==> src/rtl/key_debounce_9.sv <==
// rtl/key_debounce_9.sv - 9-line active-low key debouncer feeding the priority encoder I_n bus
// Optional feature macro: KEY_SYNC2_EN (2-flop input synchroniser on every raw line)
module key_debounce_9 #(
    parameter int unsigned          CNT_W           = 16,
    parameter logic [CNT_W-1:0]     DEBOUNCE_CYCLES = 16'd50000
) (
    input  logic       clk,
    input  logic       rst_n,
    input  logic [8:0] key_raw_n,
    output logic [8:0] key_db_n,
    output logic [8:0] press_p,
    output logic [8:0] release_p,
    output logic       any_db
);

    // Terminal count: a mismatch seen with the counter here is the last one needed.
    localparam logic [CNT_W-1:0] CNT_MAX = DEBOUNCE_CYCLES - 1'b1;

    logic [8:0]       s;
    logic [8:0]       db_nxt;
    logic [CNT_W-1:0] cnt     [9];
    logic [CNT_W-1:0] cnt_nxt [9];

`ifdef KEY_SYNC2_EN
    logic [8:0] sync1;
    logic [8:0] sync2;

    // Two-flop synchroniser; resets to the released (high) level.
    always_ff @(posedge clk or negedge rst_n) begin
        if (!rst_n) begin
            sync1 <= '1;
            sync2 <= '1;
        end else begin
            sync1 <= key_raw_n;
            sync2 <= sync1;
        end
    end

    assign s = sync2;
`else
    assign s = key_raw_n;
`endif

    // Per-line filter: count consecutive mismatches, accept the new level on the last one,
    // and restart from zero on any cycle that matches the stable level.
    always_comb begin
        db_nxt = key_db_n;
        for (int i = 0; i < 9; i++) begin
            cnt_nxt[i] = '0;
            if (s[i] != key_db_n[i]) begin
                if (cnt[i] == CNT_MAX) begin
                    db_nxt[i] = s[i];
                end else begin
                    cnt_nxt[i] = cnt[i] + 1'b1;
                end
            end
        end
    end

    // Register stable levels, counters and the edge strobes derived from the level change.
    always_ff @(posedge clk or negedge rst_n) begin
        if (!rst_n) begin
            key_db_n  <= '1;
            press_p   <= '0;
            release_p <= '0;
            any_db    <= 1'b0;
            for (int i = 0; i < 9; i++) begin
                cnt[i] <= '0;
            end
        end else begin
            key_db_n  <= db_nxt;
            press_p   <= key_db_n & ~db_nxt;
            release_p <= ~key_db_n & db_nxt;
            any_db    <= ~&db_nxt;
            for (int i = 0; i < 9; i++) begin
                cnt[i] <= cnt_nxt[i];
            end
        end
    end

endmodule

==> config.mk <==
export PLATFORM = sky130hd
export DESIGN_NAME = key_debounce_9
export DESIGN_NICKNAME = d
export VERILOG_FILES = /design/src/rtl/key_debounce_9.sv
export SDC_FILE = /design/constraint.sdc
export NUM_CORES = 1
export LEC_CHECK = 0
export ABC_AREA = 1
export CORE_ASPECT_RATIO = 1.4
export CORE_MARGIN = 3
export CORE_UTILIZATION = 60
export CTS_CLUSTER_DIAMETER = 40
export DETAILED_ROUTE_END_ITERATION = 10
export PLACE_DENSITY = 0.8
export SLEW_MARGIN = 20
export SYNTH_ARGS = -nofsm -noshare
export SYNTH_HDL_FRONTEND = slang
export SYNTH_SLANG_ARGS = --single-unit
==> constraint.sdc <==
create_clock -name clk -period 2.1 [get_ports clk]
set_input_delay 0.525 -clock clk [delete_from_list [all_inputs] [get_ports clk]]
set_output_delay 0.525 -clock clk [all_outputs]
set_load 0.1 [all_outputs]
==> results.cfg, run 1 <==
[clock_tree]
cts_setup_buffers = 0
cts.repair.resized = 0
cts_root_buffer = clkbuf_16
ctsHoldBuffers = 0
tritoncts = done
clockBufferDepth = 2
cts_made_buffers = 17
clk_latency_ns = 0.43
cts_sinks = 172
path_clk_slew_ns = 0.06
cts.htree.levels = 4

[timing]
rsz0062_at_grt = false
clock_skew_ns = 0.004945
max_clock_freq_mhz = 568.1
finalHoldViolCount = 0
post-route-min-period_ns = 1.760
tightest_slew_ns = 0.4437
slew_violations = 0
relSlewSlack = 0.7042
final.setup.tns_ns = 0
finalCritPeriodShare = 0.8382
fin_ws_ns = 0.3397
setup_viol = 0

[global_routing]
grt_use_total = 0.2328
grt_pass1_vias = 7075
grt_max_degree = 48
grt-ovfl-total = 0
grt_pass1_wl_mm = 30.26
antenna_found_initial = 0

[synthesis]
async_reset_ff_frac = 1.000
synth_ff_type = dfrtp_1
netlist-cell-type-count = 42
ys_seq_area_frac = 0.4991
synthesis.area_um2 = 8646
netlist_instances = 1048
syn-num-nets = 1068
synth-seq-cells = 172
synth-edff-count = 0
synth.avg_cell_area_um2 = 8.250
ys_warn_count = 0

[place]
globalplace.congestion = 0.9072
io_buffers = 38
hpwl_mm = 12.33
place_inst = 1279
place_ws_ns = 0.09185
placed_area_um2 = 9399

[setup_path]
worst_ep_arrival_time_ns = 1.24
crit_slowest_cell = dfstp_2
worstPathCellList = buf_12
critPathBufInv = 1
start_kind = flip-flop
cp_max_fo = 5
max_stage_delay_ns = 0.61
end_kind = output pin
worstPathRequired_ns = 1.57
path_delay_family = flip-flops
path_class = reg -> out

[die]
start_util = 0.6159
ios = 39
dieArea_um2 = 15910
die_w_um = 107.5
rows = 51
core_area_um2 = 14040
fp.dieH_um = 148.0

[cells_and_area]
diodes = 0
syn_to_final_growth_pct = 15.86
fin_cells = 1311
drive_gt1_frac = 0.1341
layout_commonest_cell = nor2_1
final_cell_mix = 200 x nor2_1, 163 x dfrtp_1, 144 x nand2_1, 133 x inv_1, 64 x a21oi_1
fin_nets = 1133
postLayoutCellArea_um2 = 10020
nFillCells = 1089

[detailed_routing]
routed_wl_mm = 17.16
drtAntennaViolNets = 0
dr_total_vias = 7030
drt_iter0_markers = 269
vias_per_cell = 5.362
drc = 0
wl_per_cell_um = 13.09
drtPass1Iterations = 5

[run]
cap_violations = 0

[worst_hold_path]
hold_class = in -> async

[run_status]
status = complete, no violations

[power]
p_leak_nw = 4.451
pwr-share-seq = 0.489
p_sw_mw = 1.536
p_per_area_nw_per_um2 = 691.7
p_clk_frac = 0.471
p_comb_frac = 0.040
switching_share = 0.2217
cell_internal_pwr_mw = 5.392
max-vdd-ir-drop_uv = 556.3
p_total_mw = 6.928
[metrics by stage]
stage          hold slack [ns]  utilization
2_1_floorplan           0.2294            -
3_3_place_gp            0.4368       0.6695
3_5_place_dp            0.4450       0.6695
4_1_cts                0.02784       0.7135
5_1_grt                0.04964       0.7135
6_report               0.02374       0.7135
[sequential cells by signal, indices dropped and copies added (netlist names)]
name / cells
any_db: 1
cnt: 144
key_db_n: 9
press_p: 9
release_p: 9
[worst paths after layout]
kind                                   from     endpoint  slack (ns)  depth (start not counted)
min in group clk                    cnt[80]      cnt[80]        0.45                          1
worst min register to register      cnt[80]      cnt[80]        0.45                          1
worst max-delay path            key_db_n[5]  key_db_n[5]        0.34                          1
worst min-delay path                  rst_n      cnt[32]        0.02                          1
max in group asynchronous             rst_n  key_db_n[0]        1.42                          2
worst max register to register      cnt[32]       any_db        0.36                          8
[layout make-up]
class	count	area (um^2)	share of cell area
sequential	172	4315	0.4308
multi-input combinational	726	3762	0.3756
inverter	150	568.0	0.05671
timing repair buffer	46	521.8	0.05209
clock buffer	19	452.9	0.04522
tap	185	231.5	0.02311
clock inverter	13	165.2	0.01649
[cell usage after synthesis, types with 3 or more instances]
library cell	number	area [um^2]
inv_1	133	499.2
nor3_1	50	250.2
nand4_1	20	125.1
inv_2	15	56.30
nor3_2	9	90.09
a31oi_1	4	25.02
nor2_4	4	45.04
o21ai_2	5	43.79
o21ai_0	35	175.2
xor2_1	31	271.5
nor2_1	200	750.7
nand3_2	6	60.06
xnor2_1	11	96.34
a21oi_1	64	320.3
dfstp_2	9	236.5
o21ai_1	6	30.03
dfrtp_1	163	4079
nor4_1	5	31.28
nand2_1	144	540.5
nand2_2	5	31.28
o21a_1	9	67.56
nor3b_1	8	60.06
nor3_4	3	48.80
ha_1	9	112.6
and3_1	10	62.56
nor2_2	15	93.84
a21oi_2	3	26.28
nand3_1	57	285.3
[routing by layer]
layer | up-vias | global-route usage | wire, um
li1 | 3532 | - | -
met2 | 114 | 0.4138 | 9089
met3 | 34 | 0.04631 | 513
met4 | 0 | 0.09349 | 411
met1 | 3350 | 0.2742 | 7146
met5 | - | 0 | 0
[logic make-up after synthesis]
family | synth area share
DFF | 0.4991
and+or+nand+nor | 0.2959
AOI/OAI and AO/OA | 0.08365
xor gates and xnor gates | 0.04255
adders and majority gates | 0.01302
buffers and inverters | 0.06570
[power groups by stage]
| stage | clock network (mW) | logic [mW] | registers (mW) |
|---|---|---|---|
| 2_1_floorplan | 0 | 0.139 | 3.44 |
| 3_3_place_gp | 0 | 0.277 | 3.44 |
| 3_5_place_dp | 0 | 0.286 | 3.45 |
| 4_1_cts | 3.31 | 0.290 | 3.39 |
| 5_1_grt | 3.44 | 0.328 | 3.39 |
| 6_report | 3.26 | 0.280 | 3.39 |
(Power assumes the default switching activity.)
==> run 2: changes to the inputs <==
==> constraint.sdc (replaced) <==
create_clock -name clk -period 1.7 [get_ports clk]
set_input_delay 0.425 -clock clk [delete_from_list [all_inputs] [get_ports clk]]
set_output_delay 0.425 -clock clk [all_outputs]
set_load 0.1 [all_outputs]
==> results.cfg, run 2 (synthesis results as in run 1) <==
[cells_and_area]
fin_nets = 1162
largest_reg_flops = 144
syn_to_final_growth_pct = 22.04
regMostFlops = cnt
postLayoutCellArea_um2 = 10550
post-route-util = 0.7516
diodes = 0
layout_commonest_cell = nor2_1
nFillCells = 982
drive_gt1_frac = 0.1645
final_cell_mix = 194 x nor2_1, 163 x dfrtp_1, 143 x nand2_1, 132 x inv_1, 64 x a21oi_1

[setup_path]
r2r-end = cnt[142]
worstPathRequired_ns = 2.00
crit_start = cnt[128]
end_kind = flip-flop
path_class = reg -> reg
cp_max_fo = 4
start_kind = flip-flop
worst_ep_arrival_time_ns = 1.98
r2r_start = cnt[128]
reg2regPathDepth = 8
rrSetupSlack_ns = 0.02

[detailed_routing]
routed_wl_mm = 18.28
vias_per_cell = 5.406
wl_per_cell_um = 13.64
drtAntennaViolNets = 0
dr_total_vias = 7244
drc = 0
drtPass1Iterations = 5
drt_iter0_markers = 331

[timing]
finalCritPeriodShare = 0.9911
whs_ns = 0.4520
tightest_slew_ns = 0.4553
max_clock_freq_mhz = 593.5
post-route-min-period_ns = 1.685
fin_ws_ns = 0.01507
finalHoldViolCount = 0
final.setup.tns_ns = 0
clock_skew_ns = 0.01376
setup_viol = 0
rsz0062_at_grt = true
relSlewSlack = 0.6965
slew_violations = 0

[place]
hpwl_mm = 13.01
place_ws_ns = -0.1300
io_buffers = 38
placed_area_um2 = 9861
globalplace.congestion = 0.8781

[power]
p_leak_nw = 4.642
max-vdd-ir-drop_uv = 571.2
p_per_area_nw_per_um2 = 802.3

[global_routing]
grt_max_degree = 44
grt_use_total = 0.2448
busiest_layer = met2
grt_pass1_wl_mm = 31.96
grt-ovfl-total = 0
grt_pass1_vias = 7252
grt_use_met2 = 0.4430
met3_usage = 0.03976
grt_use_met1 = 0.2952
antenna_found_initial = 0

[die]
rows = 51
die_w_um = 107.5
dieArea_um2 = 15910
start_util = 0.6159
ios = 39
fp.dieH_um = 148.0
core_area_um2 = 14040

[clock_tree]
path_clk_slew_ns = 0.06
clockBufferDepth = 2
cts.htree.levels = 4
tritoncts = done
cts_sinks = 172
clk_latency_ns = 0.42
cts_root_buffer = clkbuf_16
cts_made_buffers = 17

[worst_hold_path]
hold_depth = 1
worstHoldStart = cnt[112]
hold_class = reg -> reg
min_to = cnt[112]

[run]
cap_violations = 0

[run_status]
status = complete, no violations
==> run 2: routing by layer <==
metal,vias up,part of all wire
met4,0,0.017
met1,3474,0.42
met2,156,0.53
met3,29,0.032
li1,3585,-
met5,-,0
==> run 2: cell type report <==
cell class,instances,area [um^2],area share
clock inverter,14,158.9,0.01506
clock buffer,18,439.2,0.04162
timing repair buffer,75,1005,0.09522
multi-input combinational,726,3822,0.3623
tap,185,231.5,0.02194
inverter,150,568.0,0.05384
sequential,172,4327,0.4101
==> run 2: critical path: stages (launching register included) <==
cell	delay, ns
dfrtp_1	0.37
ha_1	0.18
nand2_1	0.10
nor2_4	0.13
nand4_1	0.20
nor2_2	0.19
nand2_1	0.12
o21ai_1	0.20
nor2_1	0.07
==> run 2: how the worst max path moves through the flow <==
stage | to | cells after the start
after global routing | cnt[142] | 8
after CTS | key_db_n[0] | 1
after global placement | cnt[43] | 7
after detailed placement | cnt[9] | 8
after floorplan | cnt[4] | 6
final | cnt[142] | 8
==> run 2: where the power goes <==
group | leakage [nW] | switching (mW) | total [mW] | internal, mW
logic | 2.02 | 0.240 | 0.401 | 0.160
clock network | 0.276 | 1.65 | 3.88 | 2.23
registers | 2.35 | 0.0384 | 4.18 | 4.14
total | 4.64 | 1.93 | 8.47 | 6.53
==> run 2: what timing repair did <==
item	CTS	global route
resized for setup	0	18
setup buffers	0	3
hold buffers	1	0
endpoints found under the setup margin	0	31
endpoints found under the hold margin	37	0
==> run 2: metrics by stage <==
| step | power [mW] | instances |
|---|---|---|
| global placement | 4.643 | 1304 |
| detailed placement | 4.657 | 1304 |
| CTS | 8.556 | 1337 |
| floorplan | 4.420 | 1048 |
| global route | 8.778 | 1340 |
| finish | 8.466 | 1340 |
